<file path="src/rtl/fpnew_pkg.sv">
// fpnew_pkg: shared FPU types, here the result arbitration mode
package fpnew_pkg;
  typedef enum logic {RR_ARB, IN_ORDER} arb_mode_e;
endpackage

</file>
<file path="src/rtl/fpnew_idx_fifo.sv">
// fpnew_idx_fifo: small FIFO of channel indices recording issue order
module fpnew_idx_fifo #(
  parameter int Depth = 8,
  parameter int IdxW  = 2
) (
  input  logic            clk_i,
  input  logic            rst_i,
  input  logic            flush_i,
  input  logic            push_i,
  input  logic [IdxW-1:0] data_i,
  input  logic            pop_i,
  output logic            full_o,
  output logic            empty_o,
  output logic [IdxW-1:0] head_o
);
  localparam int PtrW = (Depth > 1) ? $clog2(Depth) : 1;
  localparam int CntW = $clog2(Depth + 1);
  logic [IdxW-1:0] mem_q [Depth];
  logic [PtrW-1:0] wr_q, rd_q, wr_d, rd_d;
  logic [CntW-1:0] cnt_q;
  logic do_push, do_pop;
  assign full_o  = cnt_q == CntW'(Depth);
  assign empty_o = cnt_q == '0;
  assign head_o  = mem_q[rd_q];
  assign do_push = push_i & ~full_o;
  assign do_pop  = pop_i & ~empty_o;
  assign wr_d    = (wr_q == PtrW'(Depth - 1)) ? '0 : wr_q + PtrW'(1);
  assign rd_d    = (rd_q == PtrW'(Depth - 1)) ? '0 : rd_q + PtrW'(1);
  // pointer and occupancy bookkeeping; flush empties the queue
  always_ff @(posedge clk_i or posedge rst_i) begin
    if (rst_i) begin
      wr_q  <= '0;
      rd_q  <= '0;
      cnt_q <= '0;
    end else if (flush_i) begin
      wr_q  <= '0;
      rd_q  <= '0;
      cnt_q <= '0;
    end else begin
      if (do_push) wr_q <= wr_d;
      if (do_pop) rd_q <= rd_d;
      cnt_q <= cnt_q + CntW'(do_push) - CntW'(do_pop);
    end
  end
  // storage needs no reset; occupancy alone decides what is valid
  always_ff @(posedge clk_i) begin
    if (do_push && !flush_i) mem_q[wr_q] <= data_i;
  end
endmodule

</file>
<file path="src/rtl/fpnew_result_arbiter.sv">
// fpnew_result_arbiter: merges per-channel FPU results into one registered output
module fpnew_result_arbiter import fpnew_pkg::*; #(
  parameter int        NumIn      = 4,
  parameter int        DataWidth  = 64,
  parameter arb_mode_e Mode       = RR_ARB,
  parameter int        OrderDepth = 8,
  localparam int       IdxW       = (NumIn > 1) ? $clog2(NumIn) : 1
) (
  input  logic                           clk_i,
  input  logic                           rst_i,
  input  logic                           flush_i,
  input  logic                           issue_valid_i,
  input  logic [IdxW-1:0]                issue_idx_i,
  output logic                           issue_ready_o,
  input  logic [NumIn-1:0]               in_valid_i,
  output logic [NumIn-1:0]               in_ready_o,
  input  logic [NumIn-1:0][DataWidth-1:0] in_data_i,
  output logic                           out_valid_o,
  input  logic                           out_ready_i,
  output logic [DataWidth-1:0]           out_data_o,
  output logic [IdxW-1:0]                out_idx_o,
  output logic                           busy_o
);
  logic                 out_valid_q;
  logic [DataWidth-1:0] out_data_q;
  logic [IdxW-1:0]      out_idx_q, ptr_q, ptr_d, gnt_idx;
  logic                 gnt_found, load, xfer;
  logic                 fifo_full, fifo_empty;
  logic [IdxW-1:0]      fifo_head;
  if (Mode == IN_ORDER) begin : g_order
    logic idx_ok;
    assign idx_ok        = {1'b0, issue_idx_i} < (IdxW + 1)'(NumIn);
    assign issue_ready_o = ~fifo_full;
    fpnew_idx_fifo #(.Depth(OrderDepth), .IdxW(IdxW)) u_fifo (
      .clk_i  (clk_i),
      .rst_i  (rst_i),
      .flush_i(flush_i),
      .push_i (issue_valid_i & idx_ok),
      .data_i (issue_idx_i),
      .pop_i  (xfer),
      .full_o (fifo_full),
      .empty_o(fifo_empty),
      .head_o (fifo_head)
    );
  end else begin : g_rr
    logic unused_issue;
    assign unused_issue  = ^{issue_valid_i, issue_idx_i};
    assign issue_ready_o = 1'b1;
    assign fifo_full     = 1'b0;
    assign fifo_empty    = 1'b1;
    assign fifo_head     = '0;
  end
  assign load = ~out_valid_q | out_ready_i;
  // pick the channel to grant: FIFO head in order mode, else first valid from ptr
  always_comb begin
    gnt_found = 1'b0;
    gnt_idx   = '0;
    if (Mode == IN_ORDER) begin
      gnt_found = ~fifo_empty & in_valid_i[fifo_head];
      gnt_idx   = fifo_head;
    end else begin
      for (int i = NumIn - 1; i >= 0; i--) begin
        if (in_valid_i[IdxW'((int'(ptr_q) + i) % NumIn)]) begin
          gnt_found = 1'b1;
          gnt_idx   = IdxW'((int'(ptr_q) + i) % NumIn);
        end
      end
    end
  end
  assign in_ready_o = (load & ~flush_i & gnt_found) ? {{(NumIn-1){1'b0}}, 1'b1} << gnt_idx : '0;
  assign xfer       = |in_ready_o;
  assign ptr_d      = (gnt_idx == IdxW'(NumIn - 1)) ? '0 : gnt_idx + IdxW'(1);
  // output register and round-robin pointer; payload only moves on a transfer
  always_ff @(posedge clk_i or posedge rst_i) begin
    if (rst_i) begin
      out_valid_q <= 1'b0;
      out_data_q  <= '0;
      out_idx_q   <= '0;
      ptr_q       <= '0;
    end else if (flush_i) begin
      out_valid_q <= 1'b0;
      ptr_q       <= '0;
    end else begin
      if (load) out_valid_q <= xfer;
      if (xfer) begin
        out_data_q <= in_data_i[gnt_idx];
        out_idx_q  <= gnt_idx;
        ptr_q      <= ptr_d;
      end
    end
  end
  assign out_valid_o = out_valid_q;
  assign out_data_o  = out_data_q;
  assign out_idx_o   = out_idx_q;
  assign busy_o      = out_valid_q | (|in_valid_i) | ~fifo_empty;
endmodule

</file>
<file path="config.mk">
export PLATFORM = sky130hd
export DESIGN_NAME = fpnew_result_arbiter
export DESIGN_NICKNAME = d
export VERILOG_FILES = /design/src/rtl/fpnew_pkg.sv /design/src/rtl/fpnew_idx_fifo.sv /design/src/rtl/fpnew_result_arbiter.sv
export SDC_FILE = /design/constraint.sdc
export NUM_CORES = 1
export LEC_CHECK = 0
export ABC_AREA = 1
export BUFFER_PORTS_ARGS = -buffer_cell sky130_fd_sc_hd__buf_4
export CORE_AREA = 2 2 132 134
export DETAILED_ROUTE_END_ITERATION = 6
export DIE_AREA = 0 0 134 136
export PLACE_DENSITY = 0.71
export SYNTH_ARGS = -nofsm -noshare
export SYNTH_HDL_FRONTEND = slang
export SYNTH_SLANG_ARGS = --single-unit
</file>
<file path="constraint.sdc">
create_clock -name clk_i -period 2.6 [get_ports clk_i]
set_input_delay 0.26 -clock clk_i [delete_from_list [all_inputs] [get_ports clk_i]]
set_output_delay 0.26 -clock clk_i [all_outputs]
set_load 0.02 [all_outputs]
</file>
Yosys cells after proc, flatten, opt, wreduce, memory -nomap -nowiden:

Cells that the tools add are included.

* register bits: 69
* bits in latches: 0
* memory bits (writable): 0
* memory bits (read-only): 0
* output and inout bits: 73
* memories kept: 0

* $add $sub $neg: 4
* multipliers: 0
* div/mod/pow operators: 0
* magnitude comparators: 5
* equal/unequal tests: 1
* shift-type cells: 1
* mux-type cells: 28
* bitwise operators: 6
* reductions and logical operators: 5

Operators by type and width (number)
* $bmux 64 s2: 1
* $mux 64: 1
* $lt 2x4->1 const B: 4
* $mux 1: 14
* $mux 2: 7
* $bmux 1 s2: 4
* $reduce_or 4->1: 2
* $add 2x1->2 const B: 2
* $add 2x2->2 const B: 2
* $mux 4: 1
* $reduce_bool 2->1: 2
* $shl 1x2->4 const A: 1
* $lt 2x3->1 const B: 1
* $and 1x1->1: 2
* $eq 2x2->1 const B: 1
* $not 1->1: 2
* $or 1x1->1: 2
* $reduce_and 2->1: 1

Logic depth before layout (Yosys ltp):

Gate-level depths: netlist of run 1.

* depth in word-level cells: 13
* mapped depth: 21

Worst setup path before layout of run 1:

No wires, ideal clock.

* kind: reg-to-reg
* start point: reg ptr_q[0]
* end point: reg out_data_q[0], in the netlist out_data_o[0]
* setup time: 0.117 ns
* data arrival time: 2.392 ns
* data required time: 2.483 ns
* slack: 0.092 ns
* stages on the path, launching flop included: 21
* path through: dfrtp_1 -> buf_4 -> inv_4 -> nand2_1 -> nand2_2 -> nand2_2 -> nand2_2 -> nand2_1 -> nand2_1 -> nand2_1 -> nand2_2 -> buf_2 -> buf_4 -> inv_1 -> ha_1 -> o21ai_0 -> nand2_2 -> buf_4 -> buf_2 -> nand2_1 -> nand2_1

* cells in the longest elaborated chain, start to end: 12
* elaborated cells between the ends (all ways): 30
* those cells by class: add/sub (3); shift (1); mux (23); bitwise (1); reduce/logical (2)

RTL lines
* from (decl): RTL line fpnew_result_arbiter.sv:26 `logic [IdxW-1:0] out_idx_q, ptr_q, ptr_d, gnt_idx;`
* from (signal assigned): RTL line fpnew_result_arbiter.sv:88 `ptr_q <= ptr_d;`
* $add 2x2->2: RTL line fpnew_result_arbiter.sv:63, fpnew_result_arbiter.sv:65
* $bmux 1 s2: RTL line fpnew_result_arbiter.sv:63 `if (in_valid_i[IdxW'((int'(ptr_q) + i) % NumIn)]) begin`
* $mux 1 (not written as such) (2 in series): RTL line fpnew_result_arbiter.sv:63
* $mux 2 / $mux 1 (equally long branches) (4 in series): RTL line fpnew_result_arbiter.sv:63
* $shl 1x2->4 / $and 1x1->1 (equally long branches): RTL line fpnew_result_arbiter.sv:70 `assign in_ready_o = (load & ~flush_i & gnt_found) ? {{(NumIn-1){1'b0}}, 1'b1} << gnt_idx : '0;`
* $mux 4: RTL line fpnew_result_arbiter.sv:70
* $reduce_or 4->1: RTL line fpnew_result_arbiter.sv:71 `assign xfer = |in_ready_o;`
* $reduce_and 2->1 (no line)
* to (signal assigned): RTL line fpnew_result_arbiter.sv:86 `out_data_q <= in_data_i[gnt_idx];`
* to (decl): RTL line fpnew_result_arbiter.sv:25 `logic [DataWidth-1:0] out_data_q;`

Several ways; a longest one is shown, not always the timed one. The select of a mux whose other input is x is not followed.
A chain may end at the register's enable or synchronous reset.

Final worst setup path of run 1:

* start point: reg ptr_q[0]
* end point: out in_ready_o[3]

* cells in the longest elaborated chain, start to end: 10
* elaborated cells between the ends (all ways): 26
* those cells by class: add/sub (3); shift (1); mux (21); bitwise (1)

RTL lines
* $add 2x2->2: RTL line fpnew_result_arbiter.sv:63, fpnew_result_arbiter.sv:65
* $bmux 1 s2: RTL line fpnew_result_arbiter.sv:63
* $mux 1 (not written as such) (2 in series): RTL line fpnew_result_arbiter.sv:63
* $mux 2 / $mux 1 (equally long branches) (4 in series): RTL line fpnew_result_arbiter.sv:63
* $shl 1x2->4 / $and 1x1->1 (equally long branches): RTL line fpnew_result_arbiter.sv:70
* $mux 4 (*): RTL line fpnew_result_arbiter.sv:70
* to (decl): RTL line fpnew_result_arbiter.sv:16 `output logic [NumIn-1:0] in_ready_o,`

Mark *: on every way between the ends. The rest lies on a longest branch, timed or not. The select of a mux whose other input is x is not followed.

==> impl_summary.txt, run 1 <==
----------------------------------------------------
[GRT]
  Maximum number of pins on one net before global-route repair ... 129
  All-Layer GR Usage ... 23.6%
  Vias in the first global route ... 6949
  Number of antenna violations at the first check in global routing ... 0
  Total global routing overflow ... 0
  Wire length of the first global-routing pass ... 34300 um

[Layout]
  Number of standard cells in the final layout excluding fillers ... 1643
  Synth-to-Final Area Change ... 47.9%
  Final layout net count ... 1682
  Layout cell share with drive strength beyond 1 ... 26.9%
  Antenna cells ... 0
  Finished Core Util ... 54.1%

[STA]
  Highest clock frequency the design can meet ... 403 MHz
  Total setup violations reported at the end of the flow ... 0
  Layout Skew ... 0.00628 ns
  Max_slew headroom ... 55.5%
  Crit path time final ... 2.48 ns
  Share of the clock period used by the worst path after layout ... 95.4%
  Slew at the pin closest to its max-slew limit ... 0.668 ns
  Total count of max-transition violations in the final report ... 0
  Fin. Hold Viols ... 0
  Worst hold slack ... 0.121 ns
  Final total negative setup slack ... 0 ns

[Route]
  DR WL met3 ... 1380 um
  Total number of vias ... 7529
  Iter 0 DRT Violations ... 423
  Max layer used ... met4
  Met1 Wirelength ... 9210 um
  DRT Wirelength ... 21600 um
  Pre-Repair DR Iteration Count ... 5
  Wire length per cell ... 13.2 um
  ANT nets after route ... 0
  Via density per instance ... 4.58
  Drt drc ... 0
  Routed length on met2 ... 10500 um

[Clock network]
  Clock tree from TritonCTS ... yes
  CTS clk-pin slew, worst paths ... 0.06 ns
  Number of CTS-inserted buffers ... 9
  Skew-Pair Late Insertion Delay ... 0.33 ns
  Maximum buffer depth of the clock tree ... 2
  TritonCTS sink count ... 69
  Number of H-tree levels ... 3
  Clock root buffer ... sky130_fd_sc_hd__clkbuf_16

[Die]
  Die Y ... 136 um
  Top-level port count ... 340
  Core Area ... 16900 um^2
  DIE WIDTH ... 134 um
  Initial Utilization ... 36.6%
  Row Count ... 48
  Area of the die ... 18200 um^2

[Synth]
  Share of async-settable or async-resettable flops after synthesis ... 100%
  Mean cell area of the mapped netlist ... 5.50 um^2
  Netlist cell types ... 20
  Register area share after synthesis ... 28.0%
  Largest area contributor in the netlist ... sky130_fd_sc_hd__dfrtp_1
  Dominant cells by area after synthesis ... sky130_fd_sc_hd__dfrtp_1 28%, sky130_fd_sc_hd__nand2_1 26%, sky130_fd_sc_hd__nand3_1 21%
  Post-Synthesis Cells ... 1124
  Top flip-flop cell by instance count after synthesis ... sky130_fd_sc_hd__dfrtp_1
  Warning count from the yosys run ... 0
  Synthesized netlist net count ... 1393
  Most numerous cell in the Yosys netlist ... sky130_fd_sc_hd__nand2_1
  Synthesized flop and latch total ... 69
  Cell types with the highest counts after synthesis ... 423 x sky130_fd_sc_hd__nand2_1, 270 x sky130_fd_sc_hd__inv_1, 263 x sky130_fd_sc_hd__nand3_1
  Share of the synthesized area in the top cell type ... 28.0%
  Synthesized cell area ... 6180 um^2
  Number of enable-type register cells in the synthesized netlist ... 0

[Worst setup path]
  Data arrival, critical path ... 2.22 ns
  Capturing element type of the critical path ... output pin
  Nature of the critical path startpoint ... register
  Maximum fanout along the worst path ... 8
  Req. time, crit path ... 2.34 ns
  Critical path start-end classification ... reg2out

[Power]
  Sw Ratio ... 54.3%
  Leak Pwr ... 5.99 nW
  Pwr per Cell Area ... 1370 nW/um^2
  Post-layout total power ... 12.5 mW
  Part of the total power dissipated in sequential elements ... 15.8%
  P_int ... 5.71 mW
  Worst ir drop on vdd ... 1.12 mV
  Relative contribution of the clock network to total power ... 10.2%
  Net Switching ... 6.79 mW
  Gate power share ... 74.0%

[Placement]
  Count of input and output buffers ... 335
  Gpl congestion ... 0.869
  Number of cells in the design after placement ... 1625
  Placed wire-length estimate ... 15300 um

[Job]
  Number of max-cap violations ... 0

[Worst hold path]
  Min-Delay Path Class ... in2reg

[Outcome]
  Result of the run ... complete, no violations

----------------------------------------------------
## worst max-delay path, cell delays in order (launching register included)
cell	delay (ns)
sky130_fd_sc_hd__dfrtp_2	0.45
sky130_fd_sc_hd__clkinv_4	0.10
sky130_fd_sc_hd__nand2_2	0.09
sky130_fd_sc_hd__nand3_1	0.13
sky130_fd_sc_hd__nand2_1	0.10
sky130_fd_sc_hd__inv_1	0.05
sky130_fd_sc_hd__nand2_1	0.10
sky130_fd_sc_hd__nand2_1	0.10
sky130_fd_sc_hd__nand2_4	0.10
sky130_fd_sc_hd__nand2_4	0.07
sky130_fd_sc_hd__inv_1	0.07
sky130_fd_sc_hd__ha_1	0.18
sky130_fd_sc_hd__inv_1	0.07
sky130_fd_sc_hd__nor2_1	0.11
sky130_fd_sc_hd__buf_4	0.16
## stage by stage
stage | worst slack, ns | instance area, um^2
after floorplan | 0.0916 | 6180
after global placement | 0.139 | 8780
after detailed placement | 0.0540 | 8780
after CTS | 0.0283 | 9110
after global routing | -0.0132 | 9140
final | 0.118 | 9140
## final timing paths
kind / start / endpoint / slack [ns] / cells after the start
max: ptr_q[0]$_DFFE_PP0P_ / in_ready_o[3] / 0.12 / 14
min: out_ready_i / out_valid_o$_DFFE_PP0P_ / 0.12 / 2
max reg2reg: ptr_q[0]$_DFFE_PP0P_ / out_data_o[23]$_DFFE_PP0P_ / 0.20 / 16
min reg2reg: out_data_o[8]$_DFFE_PP0P_ / out_data_o[8]$_DFFE_PP0P_ / 0.48 / 2
max in group asynchronous: rst_i / out_data_o[62]$_DFFE_PP0P_ / 1.45 / 4
min in group asynchronous: rst_i / out_data_o[17]$_DFFE_PP0P_ / 0.47 / 3
## sequential cells by signal, summed over array words and instances (netlist names)
register	count
ptr_q	2
out_idx_o	2
out_data_o	64
out_valid_o	1
## power groups by stage
stage,Clock (mW),Combinational (mW),Sequential [mW]
floorplan,0,5.92,2.57
global placement,0,9.12,1.97
detailed placement,0,9.20,1.98
CTS,1.31,9.24,1.98
global route,1.36,10.4,2.05
finish,1.27,9.24,1.98
## metal layers
layer  vias up  GRT usage, %
met3        35          4.92
met4         0          7.45
met5         -             0
li1       3892             -
met2       269          41.2
met1      3333          29.1
## cell usage in the layout (no fill, tap or decap), types with 3 or more instances in the layout
| cell | netlist | routed |
|---|---|---|
| sky130_fd_sc_hd__nor2_1 | 8 | 8 |
| sky130_fd_sc_hd__clkbuf_8 | 0 | 3 |
| sky130_fd_sc_hd__clkbuf_16 | 0 | 9 |
| sky130_fd_sc_hd__inv_1 | 270 | 269 |
| sky130_fd_sc_hd__dfrtp_1 | 69 | 68 |
| sky130_fd_sc_hd__nand3_1 | 263 | 262 |
| sky130_fd_sc_hd__buf_12 | 0 | 6 |
| sky130_fd_sc_hd__nand2_1 | 423 | 419 |
| sky130_fd_sc_hd__buf_4 | 6 | 342 |
| sky130_fd_sc_hd__nand2_2 | 7 | 9 |
## logic make-up after synthesis
family / share of synthesized area, %
buffers and inverters: 22.8
DFF: 28.0
AOI/OAI and AO/OA: 0.365
adders and majority gates: 0.405
other: 0.0607
and+or+nand+nor: 48.4
## layout make-up
| type | count | area, um^2 |
|---|---|---|
| flip-flops and latches | 69 | 1730 |
| clock inverters | 3 | 42.5 |
| well taps | 225 | 282 |
| clock buffers | 13 | 270 |
| multi-input cells | 710 | 3070 |
| inverters | 273 | 1030 |
| fillers | 1779 | 7740 |
| repair buffers | 350 | 2710 |
## repair_timing
action                                  4_1_cts  5_1_grt
endpoints found under the setup margin        1       67
setup buffers                                 0        1
gates resized for setup                       2        7
endpoints found under the hold margin        18        0
hold buffers                                  1        0
cloned                                        0        0
No activity file was read; power rests on OpenSTA's default activity.
==> run 2, diff against run 1 <==
==> constraint.sdc (replaced) <==
create_clock -name clk_i -period 2.1 [get_ports clk_i]
set_input_delay 0.21 -clock clk_i [delete_from_list [all_inputs] [get_ports clk_i]]
set_output_delay 0.21 -clock clk_i [all_outputs]
set_load 0.02 [all_outputs]
==> impl_summary.txt, run 2 (same netlist as run 1, synthesis figures left out) <==
----------------------------------------------------
[Outcome]
  Result of the run ... complete, but fails checks
  Violations in the final reports ... setup timing

[Worst setup path]
  Req. time, crit path ... 1.89 ns (-0.45 ns)
  Maximum single-stage delay on the critical path ... 0.49 ns (+0.04 ns)
  Cell repeated most along the worst path ... sky130_fd_sc_hd__nand2_4
  Master of the slowest instance on the critical path ... sky130_fd_sc_hd__dfrtp_2
  Cell depth of the worst flop-to-flop path ... 18 (+2)
  Critical-path cell list ... inv_8 > nand2_4 > nand2_4 > nand2_4 > nand2_4 > nand2_4 > nand2_4 > nand2_4 > nand2_4 > inv_4 > ha_4 > buf_6 > inv_2 > nor2_1 > buf_4
  Maximum fanout along the worst path ... 8 (unchanged)
  R2R setup slack ... -0.24 ns (-0.44 ns)
  Worst R2R End ... out_data_o[2]$_DFFE_PP0P_
  Data arrival, critical path ... 2.13 ns (-0.09 ns)
  Critical path start-end classification ... reg2out
  Launch instance of the worst register-to-register path ... ptr_q[0]$_DFFE_PP0P_
  Capturing element type of the critical path ... output pin
  Nature of the critical path startpoint ... register

[Power]
  Net Switching ... 10.1 mW (+49%)
  Gate power share ... 77.9% (+3.9 points)
  Relative contribution of the clock network to total power ... 9.1% (-1.1 points)
  Part of the total power dissipated in sequential elements ... 13.0% (-2.8 points)
  Worst ir drop on vdd ... 1.33 mV (+19%)
  P_int ... 9.84 mW (+72%)
  Leak Pwr ... 6.59 nW (+10%)
  Pwr per Cell Area ... 1910 nW/um^2 (+40%)
  Sw Ratio ... 50.7% (-3.6 points)

[Clock network]
  Number of H-tree levels ... 3 (unchanged)
  Clock root buffer ... sky130_fd_sc_hd__clkbuf_16
  Clock tree from TritonCTS ... yes
  Maximum buffer depth of the clock tree ... 2 (unchanged)
  CTS clk-pin slew, worst paths ... 0.06 ns (about the same)
  TritonCTS sink count ... 69 (unchanged)
  Skew-Pair Late Insertion Delay ... 0.34 ns (about the same)
  Number of CTS-inserted buffers ... 9 (unchanged)

[Layout]
  Layout cell share with drive strength beyond 1 ... 35.8% (+8.9 points)
  Synth-to-Final Area Change ... 69.1%
  Area of the multi-input gates ... 3520 um^2 (+15%)
  Top library cells by usage in the layout, fill and taps aside ... 371 x sky130_fd_sc_hd__buf_4, 348 x sky130_fd_sc_hd__nand2_1, 264 x sky130_fd_sc_hd__inv_1, 258 x sky130_fd_sc_hd__nand3_1, 67 x sky130_fd_sc_hd__dfrtp_1
  Finished Core Util ... 61.9% (+7.8 points)
  Antenna cells ... 0 (unchanged)
  Filler instances ... 1614 (-9.3%)
  Number of standard cells in the final layout excluding fillers ... 1702 (+3.6%)
  Final layout net count ... 1741 (+3.5%)
  Register area ... 1730 um^2 (about the same)
  Max reg flops ... 64 (unchanged)
  Commonest non-fill, non-tap cell in the layout ... sky130_fd_sc_hd__buf_4

[STA]
  Setup repair after global routing missed its margin ... true
  Crit path time final ... 2.34 ns
  Worst hold slack ... 0.0448 ns (-0.0759 ns)
  Share of the clock period used by the worst path after layout ... 112%
  Highest clock frequency the design can meet ... 427 MHz
  Layout Skew ... 0.00566 ns (-0.000624 ns)
  Total count of max-transition violations in the final report ... 0 (unchanged)
  Final worst slack ... -0.243 ns (-0.362 ns)
  Fin. Hold Viols ... 0 (unchanged)
  Total setup violations reported at the end of the flow ... 73 (+73)

[Route]
  ANT nets after route ... 0 (unchanged)
  Wire length per cell ... 14.5 um (+10%)
  Iter 0 DRT Violations ... 536 (+27%)
  Total number of vias ... 8138 (+8.1%)
  Via density per instance ... 4.78 (+4.3%)
  Pre-Repair DR Iteration Count ... 5 (unchanged)
  DRT Wirelength ... 24700 um (+14%)
  Drt drc ... 0 (unchanged)

[GRT]
  Total global routing overflow ... 0 (unchanged)
  Maximum number of pins on one net before global-route repair ... 49 (-62%)
  Number of antenna violations at the first check in global routing ... 0 (unchanged)
  All-Layer GR Usage ... 25.9% (+2.3 points)
  Wire length of the first global-routing pass ... 37400 um (+8.9%)
  Vias in the first global route ... 7692 (+11%)

[Die]
  Area of the die ... 18200 um^2 (unchanged)
  Die Y ... 136 um (unchanged)
  Initial Utilization ... 36.6% (unchanged)
  Core Area ... 16900 um^2 (unchanged)
  Row Count ... 48 (unchanged)
  DIE WIDTH ... 134 um (unchanged)
  Top-level port count ... 340 (unchanged)

[Placement]
  Worst setup timing slack at the placement stage ... -0.210 ns (-0.264 ns)
  Placed wire-length estimate ... 17100 um (+12%)
  Gpl congestion ... 0.907 (+4.4%)
  Number of cells in the design after placement ... 1666 (+2.5%)
  Count of input and output buffers ... 335 (unchanged)

[Job]
  Number of max-cap violations ... 0 (unchanged)

[Worst hold path]
  Hold Path End ... out_valid_o$_DFFE_PP0P_
  Min-Delay Path Class ... in2reg
  Hold Path Cell Cnt ... 2 (unchanged)
  Hold path start ... out_ready_i

----------------------------------------------------
-- run 2: cell types whose count changed in the layout (fill, tap and decap cells not counted), sizes merged --
cell,before,now
clkinvlp,1,0
bufinv,1,3
clkinv,3,4
inv,271,272
buf,349,405
-- run 2: per-layer routing --
metal,vias to the layer above,wire length [um],track usage (%)
met1,3694,9740,31.0
met3,70,1690,4.10
met5,-,0,0
met2,353,12200,45.4
li1,4021,-,-
met4,0,1070,11.9
-- run 2: worst max-delay path by stage --
stage | start | endpoint
after detailed placement | ptr_q[0]$_DFFE_PP0P_ | out_data_o[26]$_DFFE_PP0P_
after CTS | ptr_q[0]$_DFFE_PP0P_ | in_ready_o[1]
after floorplan | ptr_q[0]$_DFFE_PP0P_ | out_data_o[0]$_DFFE_PP0P_
final | ptr_q[0]$_DFFE_PP0P_ | in_ready_o[1]
after global placement | ptr_q[0]$_DFFE_PP0P_ | out_data_o[31]$_DFFE_PP0P_
after global routing | ptr_q[0]$_DFFE_PP0P_ | out_data_o[2]$_DFFE_PP0P_
-- run 2: repair_timing --
action | 4_1_cts | 5_1_grt
hold buffers | 1 | 0
cloned | 6 | 3
gates resized for setup | 57 | 109
endpoints found under the setup margin | 73 | 73
pin swaps | 32 | 40
hold endpoints to repair | 21 | 0
setup buffers | 10 | 8
-- run 2: metrics by stage --
step                TNS [ns]  total power [mW]  instance area [um^2]
finish                -12.15              20.0                 10400
global placement       -6.80              14.9                  9210
CTS                    -6.87              18.6                  9990
floorplan              -8.03              10.8                  6260
detailed placement    -11.95              15.1                  9210
global route          -18.89              21.5                 10400
-- run 2: final cells by class --
type / count / share of cell area (%)
Multi-Input combinational cell: 710 / 33.7
Timing Repair Buffer: 409 / 33.6
Sequential cell: 69 / 16.6
Inverter: 273 / 10.1
Tap cell: 225 / 2.69
Clock buffer: 10 / 2.29
Clock inverter: 6 / 1.04
-- run 2: power by group through the flow --
stage / Combinational (mW) / Clock [mW] / Sequential [mW]
2_1_floorplan: 7.57 / 0 / 3.18
3_3_place_gp: 12.5 / 0 / 2.45
3_5_place_dp: 12.7 / 0 / 2.45
4_1_cts: 14.3 / 1.83 / 2.49
5_1_grt: 17.0 / 1.90 / 2.66
6_report: 15.5 / 1.81 / 2.60
-- run 2: critical path, delay by kind of cell, from the launching register on --
kind | cells | cell delay [ns]
adder cells (fa/ha/maj) | 1 | 0.16
AND/OR/NAND/NOR | 9 | 0.64
buffers and inverters | 5 | 0.48
flip-flops | 1 | 0.49
